$ cat src/rtl/jam_pkg.sv
// Shared types and width helpers for the exhaustive job-assignment solver.
package jam_pkg;
  localparam int MAX_N  = 8;
  localparam int MAX_IW = 3;

  typedef enum logic [3:0] {
    IDLE, LOAD, READ, CHECK, PIVOT, SUCC, SWAP, FLIP, DONE
  } state_t;

  // Largest permutation the solver supports; entry k is the job given to worker k.
  typedef logic [MAX_IW-1:0] perm_t [MAX_N];

  function automatic int idx_w(input int n);
    return (n < 2) ? 1 : $clog2(n);
  endfunction

  function automatic int sum_w(input int n, input int cw);
    return cw + $clog2(n) + 1;
  endfunction
endpackage

$ cat src/rtl/jam_perm_next.sv
// Permutation register file plus a multi-cycle lexicographic next-permutation engine,
// sequenced by the solver FSM through the phase input.
module jam_perm_next
  import jam_pkg::*;
#(
  parameter  int N  = 8,
  localparam int IW = idx_w(N)
) (
  input  logic          CLK,
  input  logic          RST,
  input  logic          load_identity,
  input  logic          step,
  input  state_t        phase,
  output logic [IW-1:0] perm [N],
  output logic          hit,
  output logic          done_step,
  output logic          last
);
  logic [IW-1:0] i_q, j_q, lo_q, hi_q;
  logic          pivot_hit, succ_hit;

  assign pivot_hit = perm[i_q] < perm[i_q + IW'(1)];
  // The suffix right of the pivot is descending, so the rightmost larger entry is the smallest one.
  assign succ_hit  = perm[j_q] > perm[i_q];
  assign hit       = (phase == SUCC) ? succ_hit : pivot_hit;
  assign last      = (i_q == '0) && !pivot_hit;
  assign done_step = !(lo_q < hi_q);

  always_ff @(posedge CLK) begin
    // NOTE: the permutation registers are few and must restart at identity, so they are reset like any flop.
    if (RST || load_identity) begin
      for (int k = 0; k < N; k++) perm[k] <= IW'(k);
      i_q  <= IW'(N-2);
      j_q  <= IW'(N-1);
      lo_q <= '0;
      hi_q <= '0;
    end else if (step) begin
      case (phase)
        PIVOT: begin
          if (pivot_hit) begin
            j_q  <= IW'(N-1);
            lo_q <= i_q + IW'(1);
            hi_q <= IW'(N-1);
          end else if (i_q != '0) begin
            i_q <= i_q - IW'(1);
          end
        end
        SUCC: if (!succ_hit) j_q <= j_q - IW'(1);
        SWAP: begin
          perm[i_q] <= perm[j_q];
          perm[j_q] <= perm[i_q];
        end
        FLIP: begin
          if (lo_q < hi_q) begin
            perm[lo_q] <= perm[hi_q];
            perm[hi_q] <= perm[lo_q];
            lo_q       <= lo_q + IW'(1);
            hi_q       <= hi_q - IW'(1);
          end else begin
            i_q <= IW'(N-2);
          end
        end
        default: ;
      endcase
    end
  end
endmodule

$ cat src/rtl/jam_param_solver.sv
// Exhaustive N x N assignment solver: walks all permutations in lexicographic order,
// sums table costs and keeps the minimum, its multiplicity and the first optimal permutation.
module jam_param_solver
  import jam_pkg::*;
#(
  parameter  int N     = 8,
  parameter  int CW    = 7,
  parameter  int MCW   = 16,
  parameter  int PRUNE = 0,
  localparam int IW    = idx_w(N),
  localparam int SW    = sum_w(N, CW)
) (
  input  logic            CLK,
  input  logic            RST,
  input  logic            start,
  output logic [IW-1:0]   W,
  output logic [IW-1:0]   J,
  input  logic [CW-1:0]   Cost,
  output logic            busy,
  output logic            Valid,
  output logic [SW-1:0]   MinCost,
  output logic [MCW-1:0]  MatchCount,
  output logic [N*IW-1:0] BestAssign
);
  state_t          state;
  logic [IW-1:0]   w_q;
  logic [SW-1:0]   sum_q, sum_next;
  logic [IW-1:0]   perm [N];
  logic [N*IW-1:0] perm_flat;
  logic            pn_hit, pn_done, pn_last, prune_hit;

  jam_perm_next #(.N(N)) u_perm (
    .CLK           (CLK),
    .RST           (RST),
    .load_identity (state == IDLE && start),
    .step          (state inside {PIVOT, SUCC, SWAP, FLIP}),
    .phase         (state),
    .perm          (perm),
    .hit           (pn_hit),
    .done_step     (pn_done),
    .last          (pn_last)
  );

  assign sum_next  = sum_q + SW'(Cost);
  // Strictly greater only: equal partial sums must still reach CHECK to be counted.
  assign prune_hit = (PRUNE != 0) && (sum_next > MinCost);
  assign W         = (state == READ) ? w_q : '0;
  assign J         = (state == READ) ? perm[w_q] : perm[0];

  always_comb begin
    // NOTE: default first so the loop below cannot infer a latch.
    perm_flat = '0;
    for (int k = 0; k < N; k++) perm_flat[k*IW +: IW] = perm[k];
  end

  always_ff @(posedge CLK) begin
    // NOTE: state is updated with <= so every branch sees the pre-edge values.
    if (RST) begin
      state      <= IDLE;
      w_q        <= '0;
      sum_q      <= '0;
      busy       <= 1'b0;
      Valid      <= 1'b0;
      MinCost    <= '1;
      MatchCount <= '0;
      BestAssign <= '0;
    end else begin
      case (state)
        IDLE: if (start) begin
          state      <= LOAD;
          busy       <= 1'b1;
          Valid      <= 1'b0;
          MinCost    <= '1;
          MatchCount <= '0;
        end
        LOAD: begin
          state <= READ;
          w_q   <= '0;
          sum_q <= '0;
        end
        READ: begin
          if (prune_hit) begin
            state <= PIVOT;
            w_q   <= '0;
            sum_q <= '0;
          end else begin
            sum_q <= sum_next;
            if (w_q == IW'(N-1)) begin
              state <= CHECK;
              w_q   <= '0;
            end else begin
              w_q <= w_q + IW'(1);
            end
          end
        end
        CHECK: begin
          if (sum_q < MinCost) begin
            MinCost    <= sum_q;
            MatchCount <= MCW'(1);
            BestAssign <= perm_flat;
          end else if (sum_q == MinCost && MatchCount != '1) begin
            MatchCount <= MatchCount + MCW'(1);
          end
          sum_q <= '0;
          state <= PIVOT;
        end
        PIVOT: begin
          if (pn_hit) begin
            state <= SUCC;
          end else if (pn_last) begin
            state <= DONE;
            busy  <= 1'b0;
            Valid <= 1'b1;
          end
        end
        SUCC:    if (pn_hit) state <= SWAP;
        SWAP:    state <= FLIP;
        FLIP:    if (pn_done) state <= READ;
        DONE:    state <= IDLE;
        default: state <= IDLE;
      endcase
    end
  end
endmodule

$ cat config.mk
export PLATFORM = sky130hd
export DESIGN_NAME = jam_param_solver
export DESIGN_NICKNAME = d
export VERILOG_FILES = /design/src/rtl/jam_pkg.sv /design/src/rtl/jam_perm_next.sv /design/src/rtl/jam_param_solver.sv
export SDC_FILE = /design/constraint.sdc
export NUM_CORES = 1
export LEC_CHECK = 0
export CORE_MARGIN = 4
export CORE_UTILIZATION = 60
export DETAILED_ROUTE_END_ITERATION = 8
export PLACE_DENSITY = 0.95
export SLEW_MARGIN = 10
export SYNTH_ARGS = -nofsm -noshare
export SYNTH_HDL_FRONTEND = slang
export SYNTH_HIERARCHICAL = 1
export SYNTH_SLANG_ARGS = --single-unit
$ cat constraint.sdc
create_clock -name CLK -period 6.3 [get_ports CLK]
set_clock_uncertainty 0.15 [all_clocks]
set_input_delay 0.945 -clock CLK [delete_from_list [all_inputs] [get_ports CLK]]
set_output_delay 0.945 -clock CLK [all_outputs]
set_load 0.05 [all_outputs]
==> key figures <==
Floorplan
  – Die Area: 14900 um2
  – Core area: around 13000 um2
  – Starting Density: 61.4%
  – Die Ht: 122 um
  – Die width: 122 um
  – Row count: 41
  – Top-level I/O count: 69

Drt
  – Via density: 7.15
  – Drt wl/cell: 22.3 um
  – Drt initial violations: 1446
  – Via count: ~8200
  – Final ANT Viol Nets: 0
  – Drt total wl: approximately 26000 um
  – Residual DRC: 0
  – Drt pass-1 iters: 6

Run
  – Max-cap violations: 0

STA
  – Fin worst setup slack: 1.51 ns
  – Final setup fails: 0
  – Final min period: 4.79 ns
  – Final hold violation count: 0
  – Setup TNS: 0 ns
  – RSZ-0062 raised after global routing: false
  – Max Clock Freq: 0.209 GHz
  – Pins Over Slew Limit: 0
  – Crit share post-route: roughly three quarters
  – Slew headroom: 27.6%
  – Worst Max-Slew Pin Slew: 1.09 ns

Clocking
  – CTS resizes: 0
  – Root Driver: clkbuf_16
  – CTS Hold Buffers Added: 0
  – CTS tree: yes
  – Total CTS buffers: 9
  – Post-CTS Setup Bufs: 0
  – Clock sinks: 107
  – Skew-Pair Late Insertion Delay: around 0.37 ns
  – Worst-path clk slew: 0.08 ns
  – H-tree lvl count: 3
  – Max Root-Sink Buffers: 2

Finish
  – Final Core Density: between 60% and 70%
  – Inserted Diodes: 0
  – Layout area overhead: 12.7%
  – Multi-input gate area: between 5000 and 6000 um2
  – Reg area: 2140 um2
  – Share of cells above drive strength 1: about 8.4%
  – Final nets: ~1000
  – Fin area: 8770 um2
  – Fillers: 988

Setup path
  – CP max FO: 23
  – Required time worst endpoint: 6.45 ns
  – CP max stage delay: 0.96 ns
  – Crit start category: register
  – Crit. End Element: register
  – CP arrival: 4.94 ns
  – Kind of critical path: register to register
  – CP max stage cell: dfxtp_1
  – R2R Path End: state[0]
  – Worst-path cell chain: inv_1, ha_1, mux4_2, mux2i_1, ha_1, o221a_2, nor2_1, nand2_1, nand2_1, nor2_1, o211ai_1, a21oi_1, o21bai_1, a211o_1, a21boi_0
  – R2R Setup Slk: around 1.5 ns
  – Worst Reg2Reg Path Length in Cells: 15
  – FF-to-FF Start: u_perm/i_q[0]

Yosys
  – Ys async rst share: 0%
  – Area leader, netlist: dfxtp_1
  – Commonest cells post-synth: dfxtp_1, nor2_1, nand2_1
  – Post-synth top flop: dfxtp_1
  – Synth Instances: between 900 and 1000
  – Count leader, synth: dfxtp_1
  – Share of the yosys chip area belonging to registers: 27.5%
  – Post-Syn Nets: 988
  – Flop and latch count out of synthesis: 107
  – Cell area after synthesis: 7780 um2
  – Mean Syn Cell Area: just over 8 um2
  – Post-synth top area share: 27.5%
  – Yosys cell types: 91
  – Ranking of synthesized cells by area: dfxtp_1, mux4_2, ha_1
  – EDFF count, synth: 0
  – Yosys warnings: 6

Power and ir drop
  – Total power: 0.00152 W
  – PD cells: 174 nW/um2
  – Sw Ratio: 28.4%
  – Max IR drop VDD: 136 uV
  – Internal Power: 0.00109 W
  – Register share of total power: approximately 47%
  – P_leak: 3.10 nW
  – Psw: between 0.0004 and 0.0005 W
  – Combinational cell fraction of total power: 12.5%
  – Clock share of power: between 40% and 50%

Min path
  – Hold_sp: Valid
  – Worst hold stages: 2
  – Hold WC Path Type: register to register
  – Hold Path End: Valid

Placement
  – GP Congestion: 1.03
  – Pre-CTS setup slack: 1.60 ns
  – DP HPWL: between 15000 and 20000 um
  – PortBufs: 68
  – Placed Area: around 8500 um2

Global routing
  – Aggregate global routing overflow: 0
  – Gr usage total: around a third
  – Vias in the first global route: around 8000
  – First-pass GRT wire length: between 40000 and 50000 um
  – Initial antenna violation count: 0
  – Pin count of the biggest net entering global routing: 56

Run status
  – Run status: complete, no violations
==> worst max-delay path by stage <==
stage / from / end / slack [ns] / cells after the start
CTS: u_perm/i_q[0] / state[0] / 1.59 / 15
global route: u_perm/i_q[0] / state[0] / 1.24 / 15
floorplan: u_perm/i_q[0] / state[0] / 2.55 / 17
detailed placement: u_perm/i_q[0] / state[0] / 1.60 / 15
finish: u_perm/i_q[0] / state[0] / 1.51 / 15
global placement: u_perm/i_q[0] / state[0] / 1.85 / 15
==> sequential cells by signal (all words and copies together), names as in the netlist <==
register and count:
u_perm/lo_q 3, BestAssign 24, u_perm/i_q 3, MatchCount 16
busy 1, MinCost 11, sum_q 11, Valid 1
w_q 3, u_perm/hi_q 3, u_perm/j_q 3, u_perm/perm 24
state 4
==> cell usage in the layout (no fill, tap or decap), drive strengths merged, types with 34 or more instances in the layout <==
cell and n:
a21oi 42, clkdlybuf4s50 67, dfxtp 107, ha 34, inv 45, mux2i 40
nand2 72, nand3 37, nor2 99, nor3 46, o21ai 56
==> area by class of cell <==
cell class                      instances  share of cell area [%]
Inverter                               44                    1.88
Multi-Input combinational cell        729                    59.3
Timing Repair Buffer                   74                    8.21
Clock buffer                           11                    2.88
Clock inverter                          5                   0.813
Tap cell                              172                    2.45
Sequential cell                       107                    24.4
==> cell families (layout without fill, tap and decap cells) <==
kind of cell	Yosys count	after routing	synth area share (%)
adders and majority gates	35	35	5.72
xor gates and xnor gates	5	5	0.804
muxes	72	72	13.1
AOI/OAI and AO/OA	259	259	23.5
DFF	107	107	27.5
buffers and inverters	107	134	5.64
and+or+nand+nor	358	358	23.6
==> stage by stage <==
step | std cells | hold WS, ns
after detailed placement | 1126 | 0.327
after global placement | 1126 | 0.311
final | 1142 | 0.340
after floorplan | 943 | 0.315
after CTS | 1142 | 0.341
after global routing | 1142 | 0.387
==> power groups by stage <==
stage                     clock network (W)  registers [W]  logic [W]
after floorplan                           0       0.000736   0.000127
after global placement                    0       0.000726   0.000182
after detailed placement                  0       0.000727   0.000186
after CTS                          0.000622       0.000711   0.000188
after global routing               0.000648       0.000715   0.000207
final                              0.000622       0.000712   0.000191
==> routing by layer <==
layer / GRT usage (%) / part of all wire [%] / vias up
li1: - / - / 3598
met1: 42.5 / 37 / 3783
met2: 56.6 / 46 / 600
met3: 7.75 / 11 / 180
met4: 19.7 / 6.0 / 0
met5: 0 / 0 / -
==> critical path: cells and delay by family, from the launching register on <==
kind / cells / cell delay [ns]
flip-flops: 1 / 0.96
AND/OR/NAND/NOR: 4 / 0.57
buffers and inverters: 1 / 0.34
multiplexers: 2 / 0.55
AO/OA/AOI/OAI: 6 / 1.35
adder cells (fa/ha/maj): 2 / 0.81
Note: power is estimated with default switching activity, not from simulation.
